==> config.mk <==
export PLATFORM = sky130hd
export DESIGN_NAME = muldiv_unit
export DESIGN_NICKNAME = d
export VERILOG_FILES = /design/src/rtl/muldiv_pkg.sv /design/src/rtl/muldiv_unit_cond_negate.sv /design/src/rtl/muldiv_unit.sv
export SDC_FILE = /design/constraint.sdc
export NUM_CORES = 1
export LEC_CHECK = 0
export CAP_MARGIN = 30
export CORE_MARGIN = 4
export CORE_UTILIZATION = 50
export CTS_CLUSTER_SIZE = 28
export DETAILED_ROUTE_END_ITERATION = 6
export GPL_ROUTABILITY_DRIVEN = 0
export GPL_TIMING_DRIVEN = 0
export HOLD_SLACK_MARGIN = 0.08
export PLACE_DENSITY = 0.78
export SETUP_SLACK_MARGIN = 0.15
export SKIP_LAST_GASP = 1
export SLEW_MARGIN = 20
export SYNTH_ARGS = -nofsm -noshare
export SYNTH_HDL_FRONTEND = slang
export SYNTH_SLANG_ARGS = --single-unit
export TNS_END_PERCENT = 10
==> constraint.sdc <==
create_clock -name clk -period 15.9 [get_ports clk]
set_input_delay 2.385 -clock clk [delete_from_list [all_inputs] [get_ports clk]]
set_output_delay 2.385 -clock clk [all_outputs]
set_load 0.005 [all_outputs]
==> src/rtl/muldiv_pkg.sv <==
// Shared encodings for the iterative multiply/divide unit.
package muldiv_pkg;

  localparam int unsigned DEF_WIDTH = 32;

  localparam logic OP_MUL = 1'b0;
  localparam logic OP_DIV = 1'b1;

  typedef enum logic [1:0] {
    IDLE = 2'd0,
    RUN  = 2'd1,
    FIX  = 2'd2
  } state_t;

endpackage

==> src/rtl/muldiv_unit_cond_negate.sv <==
// Conditional two's-complement negation: y = neg ? -x : x.
module cond_negate #(
  parameter int unsigned WIDTH = 32
) (
  input  logic [WIDTH-1:0] x,
  input  logic             neg,
  output logic [WIDTH-1:0] y
);

  assign y = neg ? (~x + WIDTH'(1)) : x;

endmodule

==> src/rtl/muldiv_unit.sv <==
// Iterative radix-2 multiply / restoring divide with HI/LO result registers.
module muldiv_unit
  import muldiv_pkg::*;
#(
  parameter int unsigned WIDTH = DEF_WIDTH,
  parameter int unsigned CNT_W = 6
) (
  input  logic             clk,
  input  logic             reset,
  input  logic             start,
  input  logic             op,
  input  logic             is_signed,
  input  logic [WIDTH-1:0] srca,
  input  logic [WIDTH-1:0] srcb,
  input  logic             cancel,
  input  logic             hi_we,
  input  logic             lo_we,
  input  logic [WIDTH-1:0] wdata,
  output logic             busy,
  output logic             done,
  output logic [WIDTH-1:0] hi,
  output logic [WIDTH-1:0] lo
);

  localparam int unsigned W2 = 2 * WIDTH;

  state_t state, state_n;
  logic   load, step, commit;

  logic [WIDTH-1:0] a_mag, b_mag;
  logic             sign_a, sign_b, op_r, dz_r;
  logic [W2-1:0]    acc;
  logic [CNT_W-1:0] cnt;

  logic             in_sign_a, in_sign_b;
  logic [WIDTH-1:0] srca_mag, srcb_mag;

  assign in_sign_a = is_signed & srca[WIDTH-1];
  assign in_sign_b = is_signed & srcb[WIDTH-1];

  cond_negate #(.WIDTH(WIDTH)) u_mag_a (.x(srca), .neg(in_sign_a), .y(srca_mag));
  cond_negate #(.WIDTH(WIDTH)) u_mag_b (.x(srcb), .neg(in_sign_b), .y(srcb_mag));

  // One iteration: shift-add for multiply, trial subtract for divide
  logic [WIDTH:0]  mul_sum, rem_sh, div_diff;
  logic [W2-1:0]   acc_step;

  assign mul_sum  = {1'b0, acc[W2-1:WIDTH]} + {1'b0, (acc[0] ? a_mag : '0)};
  assign rem_sh   = acc[W2-1:WIDTH-1];
  assign div_diff = rem_sh - {1'b0, b_mag};

  always_comb begin
    acc_step = acc;
    if (op_r == OP_MUL)
      acc_step = {mul_sum, acc[WIDTH-1:1]};
    else if (div_diff[WIDTH])
      acc_step = {rem_sh[WIDTH-1:0], acc[WIDTH-2:0], 1'b0};
    else
      acc_step = {div_diff[WIDTH-1:0], acc[WIDTH-2:0], 1'b1};
  end

  // Sign correction; a zero-divisor remainder equals |srca| so this restores srca
  logic [W2-1:0]    prod_fix;
  logic [WIDTH-1:0] quo_fix, rem_fix;

  cond_negate #(.WIDTH(W2))    u_fix_p (.x(acc), .neg(sign_a ^ sign_b), .y(prod_fix));
  cond_negate #(.WIDTH(WIDTH)) u_fix_q (.x(acc[WIDTH-1:0]), .neg(sign_a ^ sign_b), .y(quo_fix));
  cond_negate #(.WIDTH(WIDTH)) u_fix_r (.x(acc[W2-1:WIDTH]), .neg(sign_a), .y(rem_fix));

  always_ff @(posedge clk or posedge reset) begin
    if (reset) state <= IDLE;
    else       state <= state_n;
  end

  always_comb begin
    state_n = state;
    load    = 1'b0;
    step    = 1'b0;
    commit  = 1'b0;
    case (state)
      IDLE: begin
        if (start && !cancel) begin
          load    = 1'b1;
          state_n = RUN;
        end
      end
      RUN: begin
        if (cancel) begin
          state_n = IDLE;
        end else begin
          step = 1'b1;
          if (cnt == CNT_W'(WIDTH - 1)) state_n = FIX;
        end
      end
      FIX: begin
        commit  = !cancel;
        state_n = IDLE;
      end
      default: state_n = IDLE;
    endcase
  end

  always_ff @(posedge clk or posedge reset) begin
    if (reset) begin
      a_mag  <= '0;
      b_mag  <= '0;
      sign_a <= 1'b0;
      sign_b <= 1'b0;
      op_r   <= 1'b0;
      dz_r   <= 1'b0;
      acc    <= '0;
      cnt    <= '0;
    end else if (load) begin
      a_mag  <= srca_mag;
      b_mag  <= srcb_mag;
      sign_a <= in_sign_a;
      sign_b <= in_sign_b;
      op_r   <= op;
      dz_r   <= (srcb == '0);
      acc    <= (op == OP_MUL) ? {{WIDTH{1'b0}}, srcb_mag} : {{WIDTH{1'b0}}, srca_mag};
      cnt    <= '0;
    end else if (step) begin
      acc <= acc_step;
      cnt <= cnt + CNT_W'(1);
    end
  end

  // HI/LO: direct writes only while idle, otherwise the committed result
  always_ff @(posedge clk or posedge reset) begin
    if (reset) begin
      hi   <= '0;
      lo   <= '0;
      done <= 1'b0;
      busy <= 1'b0;
    end else begin
      done <= commit;
      busy <= (state_n != IDLE);
      if (state == IDLE) begin
        if (hi_we) hi <= wdata;
        if (lo_we) lo <= wdata;
      end else if (commit) begin
        if (op_r == OP_MUL) begin
          hi <= prod_fix[W2-1:WIDTH];
          lo <= prod_fix[WIDTH-1:0];
        end else begin
          hi <= rem_fix;
          lo <= dz_r ? '1 : quo_fix;
        end
      end
    end
  end

endmodule

# After elaboration in Yosys (flattened, before gate mapping)
# Index checks and enable logic that the tools add are counted.
# Widths: inputs -> output; s select.
totals:
  ff_bits: 206
  wordCells: 74
classes:
  add_sub_neg: 8
  n_eq_ne: 5
  muxes: 31
  n_bitwise: 8
  n_reduce_logical: 9
op_table:
  columns: ["op", "n"]
  rows:
  - ["$mux 32", 15]
  - ["$mux 64", 5]
  - ["$add 32x1->32 const B", 4]
  - ["$not 32->32", 4]
  - ["$add 64x1->64 const B", 1]
  - ["$not 64->64", 1]
  - ["$add 32x32->33", 1]
  - ["$sub 33x32->33", 1]
  - ["$logic_not 32->1", 1]
  - ["$mux 6", 2]
  - ["$add 6x1->6 const B", 1]
  - ["$eq 6x5->1 const B", 1]
  - ["$mux 2", 3]
  - ["$reduce_bool 2->1", 3]
  - ["$mux 1", 5]
  - ["$ne 2x2->1 const B", 2]
  - ["$pmux 2 s2", 1]
  - ["$reduce_and 2->1", 2]
  - ["$and 1x1->1", 2]
  - ["$eq 2x1->1 const B", 1]
  - ["$eq 2x2->1 const B", 1]
  - ["$logic_not 2->1", 1]
  - ["$logic_and 1x1->1", 1]
  - ["$logic_not 1->1", 1]
  - ["$xor 1x1->1", 1]

# Longest topological paths before layout
# Gate-level depths: netlist of run 1.
depth:
  word_depth: 7
  mapped_depth: 16

# By module
# Synthesis of run 1 repeated with hierarchy kept, for this count alone.
hier_totals:
  cells_unflattened: 2107
  area_unflattened_um2: 18057.3
by_module_without_submodules:
  columns: ["mod", "instances", "cells_per_inst", "area_per_inst_um2", "seq_area_each_um2"]
  rows:
  - ["muldiv_unit", 1, 1505, 13300.3, 5154.9]
  - ["cond_negate at u_fix_q ...", 4, 99, 777.0, 0.0]
  - ["cond_negate at u_fix_p", 1, 206, 1649.1, 0.0]

# Worst setup path after synthesis of run 1
# No wires, ideal clock.
synth_timing:
  path_type: "input to register"
  startpoint: "input port srca[12]"
  endpoint: "register acc[26]"
  t_arrival_ns: 4.643
  slack_ns: 11.114
  stages: 10
  cell_sequence: "or4_4 > or3_4 > or3_4 > nor3_1 > nand2_1 > o21ai_0 > xor2_1 > nand2_1 > o21ai_0 > o221ai_1"
synth_between:
  elab_chain_len: 5
synth_lines:
  columns: ["element", "line", "rtl"]
  rows:
  - ["from (decl)", "muldiv_unit.sv:13", "input logic [WIDTH-1:0] srca,"]
  - ["$not 32->32", "muldiv_unit_cond_negate.sv:10", "assign y = neg ? (~x + WIDTH'(1)) : x;"]
  - ["$add 32x1->32", "muldiv_unit_cond_negate.sv:10", null]
  - ["$mux 32", "muldiv_unit_cond_negate.sv:10", null]
  - ["$mux 32", "muldiv_unit.sv:120", "acc <= (op == OP_MUL) ? {{WIDTH{1'b0}}, srcb_mag} : {{WIDTH{1'b0}}, srca_mag};"]
  - ["$mux 64", "muldiv_unit.sv:113", "end else if (load) begin"]
  - ["to (signal assigned)", "muldiv_unit.sv:120", null]
  - ["to (signal assigned)", "muldiv_unit.sv:123", "acc <= acc_step;"]
  - ["to (decl)", "muldiv_unit.sv:32", "logic [W2-1:0] acc;"]
# Every way passes these cells.
# A chain may end at the register's enable or synchronous reset.

# Worst setup path after layout of run 1
layout_timing:
  startpoint: "input port srca[10]"
  endpoint: "register acc[26]"
# The elaborated chain is that of the path after synthesis.

==> results of run 1 <==
-- final timing paths --
check	start	slack (ns)	to
worst max-delay path	srca[10]	10.49	acc[26]
worst min-delay path	a_mag[23]	0.47	a_mag[23]
worst max register to register	acc[0]	11.54	acc[61]
worst min register to register	a_mag[23]	0.47	a_mag[23]
max in group asynchronous	reset	12.53	b_mag[30]
min in group asynchronous	reset	2.39	cnt[0]
-- power by group through the flow --
stage          Combinational [mW]  Sequential, mW  Clock, mW
2_1_floorplan                1.27           0.786          0
3_3_place_gp                 1.70           0.851          0
3_5_place_dp                 1.74           0.859          0
4_1_cts                      1.75           0.850      0.549
5_1_grt                      1.95           0.875      0.572
6_report                     1.80           0.864      0.551
-- cells by family (layout without fill, tap and decap cells) --
family	after synthesis	in the layout
buffers and inverters	179	389
DFF	206	206
and+or+nand+nor	620	620
xor gates and xnor gates	181	181
muxes	71	71
adders and majority gates	71	71
AOI/OAI and AO/OA	609	609
-- stage by stage --
stage                     instances   util
after CTS                      2543  0.607
after global placement         2501  0.581
after floorplan                1937      -
after detailed placement       2503  0.583
after global routing           2543  0.607
final                          2543  0.607
-- registers in the layout, indices dropped and copies added, names as in the netlist --
signal  count
a_mag      32
acc        64
b_mag      32
busy        1
cnt         6
done        1
dz_r        1
hi         32
lo         32
op_r        1
sign_a      1
sign_b      1
state       2
-- critical path, stage by stage --
cell             delay [ns]
clkdlybuf4s50_1        0.48
or4_4                  0.55
or3_4                  0.35
or3_4                  0.34
nor3_1                 0.42
nand2_1                0.21
o21ai_0                0.26
xor2_1                 0.33
nand2_1                0.09
o21ai_0                0.23
o221ai_1               0.17
-- area by class of cell --
type | instances | area (µm²)
fillers | 2616 | 12100
multi-input cells | 1552 | 9840
flip-flops and latches | 206 | 5150
repair buffers | 170 | 1720
clock buffers | 31 | 646
well taps | 396 | 495
plain buffers | 122 | 487
inverters | 57 | 221
clock inverters | 9 | 114
-- synthesized netlist by cell type (37+ instances only) --
cell type	n	area (µm²)
inv_1	56	210
clkbuf_1	106	398
xnor2_1	100	876
xor2_1	79	692
ha_1	69	863
a21oi_1	140	701
nor2_1	130	488
dfrtp_1	206	5150
o22ai_1	39	244
and2_1	37	231
mux2i_1	64	641
nand2_1	267	1000
o21ai_0	235	1180
-- per-layer routing --
metal  GRT usage  wire length, µm  vias up
li1            -                -     7310
met1       0.427            22100     7438
met2       0.476            23200     1105
met3      0.0536             6420      167
met4       0.154             3290        0
met5           0                0        -
-- cell usage in the layout, fill, tap and decap left out, types with 10 or more instances in the layout --
cell type	netlist	layout
nand3_1	20	20
a22oi_1	20	20
and3_1	17	17
or3_1	29	29
a31oi_1	13	13
nor3_1	31	31
nand2b_1	15	15
o31ai_1	23	23
o22ai_1	39	39
xnor2_1	100	100
clkdlybuf4s50_1	0	168
a21oi_1	140	140
a21o_1	34	34
nor2b_1	12	12
clkbuf_1	106	110
o211ai_1	19	19
and2_1	37	37
mux2i_1	64	64
o41ai_1	10	10
nand2_1	267	267
inv_1	56	55
o21ai_1	10	10
xor2_1	79	79
ha_1	69	69
clkbuf_16	0	23
o21ai_0	235	235
o221ai_1	18	18
dfrtp_1	206	206
nand4_1	13	13
nor4_1	13	13
nor2_1	130	130
==> reports/results.ini, run 1 <==
[run_status]
status = completed

[synthesis]
synthAdderAreaFrac = 0.0576
syn_inst = 1937
synth_nets = 2112
ys_seq_elements = 206
netlist_area_um2 = 15700
yosys_warnings = 0
synth_xor_area_frac = 0.103
synthSimpleGateAreaFrac = 0.188
synth.mux.area_fraction = 0.0459
synth-compound-area-share = 0.233
synth-seq-area-share = 0.329
ys.flop_type = dfrtp_1
async_flop_share = 1.00
synth_cell_types = 76
synth_top_family_by_area = compound AO/OA/AOI/OAI gates
avgSynthCellArea_um2 = 8.10
synth-edff-count = 0

[place]
postPlaceCellArea_um2 = 17900
dp_hpwl_mm = 44.3
dpl_worst_slack_ns = 9.97
portBuffers = 168

[global_routing]
grt-ovfl-total = 0
grt_util_all_layers = 0.311
antenna_found_initial = 0
grt_pass1_vias = 15100
grt_pass1_wl_mm = 84.2
grt_max_degree = 108

[pwr]
intPower_mw = 1.74
pwr-share-clk = 0.172
power_mw = 3.21
cellPowerDensity_nw_per_um2 = 172
power.leakage_nw = 8.01
comb_power_share = 0.559
pwr-share-seq = 0.269
ir_drop_mv = 0.0949
p_sw_mw = 1.47
swShare = 0.458

[timing]
min_period_ns = 5.41
drv_slew = 0
final_hold_viol_count = 0
max-slew-margin-rel = 0.358
fin_worst_skew_ns = 0.0247
whs_ns = 0.473
setup_violations = 0
fmax_mhz = 185
setup_ws_ns = 10.49
post-route-period-util = 0.340
rsz0062_at_grt = false
fin_tns_setup_ns = 0
tightest_slew_ns = 0.963

[die]
ios = 170
start_util = 0.510
core_area_um2 = 30700
die_h_um = 185
dieArea_um2 = 34300
rows = 64
chipWidth_um = 185

[finish]
fin_area_um2 = 18700
diodes = 0
syn2layout_area_growth_pct = 19.0
fin_nets = 2307
final_layout_size_suffix_gt1_frac = 0.0373

[critical_path]
cp_max_fo = 4
path_class = input port to flop
r2r_cells = 16
worstPathRequired_ns = 16.30
critPathArrivalTime_ns = 5.82
end_kind = flop
cp-start-kind = input port

[cts]
cts_sinks = 206
postCtsSetupBuffers = 0
htree_levels = 1
clk_pin_slew_worst_paths_ns = 0.07
cts-buffers-inserted = 23
clockBufferDepth = 3
cts_root_buffer = clkbuf_16
cts_resized = 0
clk_latency_ns = 0.55
cts_tree = built
hold_buffers = 0

[routing]
vias_per_cell = 6.30
drt_iter0_markers = 2010
vias = 16000
drt-pass1-iter-count = 5
routedWlPerCell_um = 21.6
drcViolationCount = 0
postRouteAntennaNets = 0
routed_wl_mm = 55.0

[hold_path]
whs_path_depth = 2
hold_path_class = flop to flop

[job]
cap_viol_max_count = 0

No activity file was read; power rests on OpenSTA's default activity.
==> inputs of run 2 (changes only) <==
--- a/config.mk
+++ b/config.mk
@@ -13,7 +13,7 @@
 export GPL_ROUTABILITY_DRIVEN = 0
 export GPL_TIMING_DRIVEN = 0
 export HOLD_SLACK_MARGIN = 0.08
-export PLACE_DENSITY = 0.78
+export PLACE_DENSITY = 0.81
 export SETUP_SLACK_MARGIN = 0.15
 export SKIP_LAST_GASP = 1
 export SLEW_MARGIN = 20
==> constraint.sdc (replaced) <==
create_clock -name clk -period 4.9 [get_ports clk]
set_input_delay 0.735 -clock clk [delete_from_list [all_inputs] [get_ports clk]]
set_output_delay 0.735 -clock clk [all_outputs]
set_load 0.005 [all_outputs]
==> run 2 against run 1 <==
Net effect: the run now ends with design-rule violations left; sequential share of layout area decreased by 0.12 points; clock skew decreased by 0.0066 ns; register-to-register slack worse by 11 ns; utilization grew 0.26 points; power rose to 3.2 times the previous value; flip-flop and latch count did not move; non-clock buffer count up 5.
==> reports/results.ini, run 2 (same netlist as run 1, synthesis figures left out) <==
[pwr]
power.leakage_nw = 8.03
power_mw = 10.4
ir_drop_mv = 0.307
cellPowerDensity_nw_per_um2 = 556

[die]
rows = 64
core_area_um2 = 30700
ios = 170
dieArea_um2 = 34300
chipWidth_um = 185
start_util = 0.510
die_h_um = 185

[critical_path]
end_kind = flop
cp_max_fo = 10
cp-start-kind = flop
critPathArrivalTime_ns = 4.95
path_class = flop to flop
worstPathRequired_ns = 5.31

[finish]
top_register = acc
final_common_cell = nand2_1
diodes = 0
fin_nets = 2311
largest_register_ffs = 64
fillerInstances = 2665
syn2layout_area_growth_pct = 19.5
final_cell_mix = nand2_1, o21ai_0, dfrtp_1
final_layout_size_suffix_gt1_frac = 0.0409

[timing]
setup_violations = 0
fin_tns_setup_ns = 0
max-slew-margin-rel = 0.342
post-route-period-util = 0.926
final_hold_viol_count = 0
drv_slew = 0
fin_worst_skew_ns = 0.0181
tightest_slew_ns = 0.983
min_period_ns = 4.54
rsz0062_at_grt = false
fmax_mhz = 220

[global_routing]
antenna_found_initial = 0
grt-ovfl-total = 0
grt_util_all_layers = 0.313
grt_max_degree = 37
grt_pass1_wl_mm = 84.7
grt_pass1_vias = 15300

[cts]
clk_pin_slew_worst_paths_ns = 0.07
cts_sinks = 206
cts_root_buffer = clkbuf_16
cts_resized = 0
htree_levels = 1
postCtsSetupBuffers = 0
clockBufferDepth = 3
cts_tree = built
clk_latency_ns = 0.53
hold_buffers = 0
cts-buffers-inserted = 22

[routing]
drt-pass1-iter-count = 7
drt_iter0_markers = 2021
drcViolationCount = 6
vias = 16100
routed_wl_mm = 55.2
vias_per_cell = 6.32
postRouteAntennaNets = 0
routedWlPerCell_um = 21.7

[place]
dp_hpwl_mm = 44.6
portBuffers = 168

[job]
cap_viol_max_count = 0

[run_status]
violations = design-rule violations
status = finished, violations left

[hold_path]
hold_path_class = flop to flop

## run 2: cell types whose count changed in the layout (fill, tap and decap cells not counted)
| cell | change |
|---|---|
| inv_6 | +2 |
| buf_12 | +6 |
| clkinv_4 | +1 |
| clkbuf_1 | -3 |
| clkbuf_8 | -2 |
| buf_16 | -1 |
| inv_8 | -1 |
| inv_16 | -1 |
| clkinvlp_4 | +4 |
## run 2: final timing paths
kind / from / to / slack, ns / depth (start not counted)
max: acc[0] / acc[61] / 0.36 / 16
min: a_mag[27] / a_mag[27] / 0.48 / 2
max reg2reg: acc[0] / acc[61] / 0.36 / 16
min reg2reg: a_mag[27] / a_mag[27] / 0.48 / 2
max in group asynchronous: reset / b_mag[27] / 3.12 / 6
min in group asynchronous: reset / lo[12] / 0.53 / 2
## run 2: cell type report
class / instances / area (µm²) / area share
plain buffers: 122 / 487 / 0.0260
repair buffers: 175 / 1810 / 0.0965
flip-flops and latches: 206 / 5150 / 0.275
clock buffers: 26 / 607 / 0.0324
well taps: 396 / 495 / 0.0264
inverters: 57 / 218 / 0.0116
clock inverters: 14 / 143 / 0.00761
multi-input cells: 1552 / 9840 / 0.525
## run 2: per-layer routing
layer / wire length [µm] / GRT usage / part of all wire
met5: 0 / 0 / 0
met4: 3710 / 0.166 / 0.067
met3: 7030 / 0.0733 / 0.13
met2: 23100 / 0.471 / 0.42
met1: 21400 / 0.420 / 0.39
## run 2: where the power goes
| part | leakage, nW | switching (mW) | internal, mW |
|---|---|---|---|
| clock | 0.365 | 0.748 | 1.00 |
| combinational | 5.09 | 3.41 | 2.47 |
| sequential | 2.58 | 0.651 | 2.15 |
| total | 8.03 | 4.81 | 5.62 |
## run 2: stage by stage
step | hold slack (ns) | cell area, µm² | setup WS, ns | util | cells
finish | 0.476 | 18800 | 0.361 | 0.610 | 2548
CTS | 0.479 | 18800 | 0.560 | 0.610 | 2548
floorplan | 0.438 | 15700 | 1.41 | - | 1937
detailed placement | 0.464 | 18000 | 0.594 | 0.585 | 2508
global route | 0.516 | 18800 | 0.161 | 0.610 | 2548
global placement | 0.456 | 17900 | -0.00359 | 0.581 | 2501
## run 2: worst max-delay path, stage by stage, from the launching register on
cell	delay [ns]
dfrtp_1	0.35
clkbuf_1	0.50
clkbuf_1	0.44
and2_1	0.20
ha_1	0.18
inv_1	0.06
fa_1	0.42
nor2b_1	0.22
o2111ai_1	0.20
a311o_1	0.47
nand2_1	0.10
a311o_1	0.28
o21ai_0	0.17
o21ai_0	0.24
xor2_1	0.21
o21ai_0	0.09
o21ai_0	0.29
==> inputs of run 3 (changes only) <==
--- a/config.mk
+++ b/config.mk
@@ -14,7 +14,6 @@
 export GPL_TIMING_DRIVEN = 0
 export HOLD_SLACK_MARGIN = 0.08
 export PLACE_DENSITY = 0.81
-export SETUP_SLACK_MARGIN = 0.15
 export SKIP_LAST_GASP = 1
 export SLEW_MARGIN = 20
 export SYNTH_ARGS = -nofsm -noshare
==> results of run 3 <==
Final layout, timing and power as in run 2 (identical DEF).
==> RTL change: new RTL, flow settings as in run 3 <==
Remove the register `done`: a continuous assignment takes its place, so the output `done` follows one clock earlier.
--- a/src/rtl/muldiv_unit.sv
+++ b/src/rtl/muldiv_unit.sv
@@ -132,6 +132,4 @@
       lo   <= '0;
-      done <= 1'b0;
       busy <= 1'b0;
     end else begin
-      done <= commit;
       busy <= (state_n != IDLE);
@@ -152,2 +150,4 @@
 
+  assign done = commit;
+
 endmodule
Formal check against the unedited RTL: same outputs for any inputs over 4 cycles, from zero or initial values and one cycle with reset high; that may be too few to reach the edited logic, so the function may still have changed.
==> RTL change against run 3 <==
The run still ends with design-rule violations left; sequential cell count shrank 1; synthesized area down 0.16%; setup slack worse by 0.14 ns; routed wire length up 0.28%; core utilization is 0.27 points lower; critical path type unchanged; sequential share of layout area about the same; critical path depth unchanged; worst hold slack got worse by 0.00088 ns; die area decreased by 0.15%; design area fell by 0.45%; power decreased by 0.95%.
==> RTL change: results (changes against run 3) <==
\begin{tabular}{lr}
\hline
Metric & Value \\
\hline
\multicolumn{2}{l}{\textbf{Cells and area}} \\
\quad Share of layout cells above drive strength 1 & 0.0377 (-0.00318) \\
\quad ClkCell Share & 0.0370 (-0.00297) \\
\quad Multi-input gate share of total cell area & 0.527 (+0.00236) \\
\multicolumn{2}{l}{\textbf{Route}} \\
\quad Residual DRC count & 3 (-3) \\
\quad Detailed Route Iter0 Violations & 2310 (+14\%) \\
\quad Total met3 wirelength after detailed routing & 7180 um (+2.1\%) \\
\quad Overall via count from detail\_route & 16202 (+0.66\%) \\
\quad Vias per cell & 6.37 (+0.82\%) \\
\multicolumn{2}{l}{\textbf{Timing}} \\
\quad WHS & 0.475 ns (-0.000876 ns) \\
\quad Setup ws final & 0.218 ns (-0.143 ns) \\
\quad Maximum clock skew at final layout & 0.0290 ns (+0.0109 ns) \\
\multicolumn{2}{l}{\textbf{Setup path}} \\
\quad CP arrival & 5.10 ns (+0.15 ns) \\
\multicolumn{2}{l}{\textbf{Min path}} \\
\quad Hold Startpoint & a\_mag[30]\$\_DFFE\_PP0P\_ \\
\multicolumn{2}{l}{\textbf{GRT}} \\
\quad Global-route wire length before repair & 84500 um (-0.21\%) \\
\quad GR Layer Usage met1 & 0.422 (+0.00202) \\
\quad Number of global-route vias before repair & 15204 (-0.50\%) \\
\multicolumn{2}{l}{\textbf{Power}} \\
\quad Static leakage & 7.98 nW (-0.60\%) \\
\quad Comb pwr share & 0.571 (+0.007) \\
\multicolumn{2}{l}{\textbf{Place}} \\
\quad Detail Placement HPWL & 44400 um (-0.38\%) \\
\quad Inst Count DP & 2507 (-0.040\%) \\
\quad Post-Place Cell Area & 18000 sq um (-0.14\%) \\
\multicolumn{2}{l}{\textbf{Outcome}} \\
\quad Run status & finished, violations left \\
\quad Failing checks & design-rule violations \\
\multicolumn{2}{l}{\textbf{Logic synthesis}} \\
\quad Instance count of the mapped netlist & 1936 (-0.052\%) \\
\quad Net count after synthesis & 2111 (-0.047\%) \\
\multicolumn{2}{l}{\textbf{Clock tree}} \\
\quad Num CTS Buffers & 23 (+4.5\%) \\
\hline
\end{tabular}
## RTL change: changes by cell type in the layout (fill, tap and decap cells not counted), sizes merged
cell,change
dfrtp,-1
inv,-2
clkinvlp,-1
bufinv,-2
clkinv,-4
clkbuf,+6
## RTL change: cell families after synthesis
family,count (synthesis),share of synthesized area
AOI/OAI and AO/OA,609,0.233
adders and majority gates,71,0.0577
xor gates and xnor gates,181,0.103
DFF,205,0.328
buffers and inverters,179,0.0447
muxes,71,0.0459
and+or+nand+nor,620,0.188
## RTL change: critical path: stages (launching register included)
cell and delay [ns]:
dfrtp_1 0.35, clkbuf_1 0.52, clkbuf_1 0.46, and2_1 0.20, ha_1 0.18, inv_1 0.07
fa_1 0.42, nor2b_1 0.24, o2111ai_1 0.23, a311o_1 0.47, nand2_1 0.10, a311o_1 0.29
o21ai_0 0.17, o21ai_0 0.26, xor2_1 0.20, o21ai_0 0.10, o21ai_0 0.29
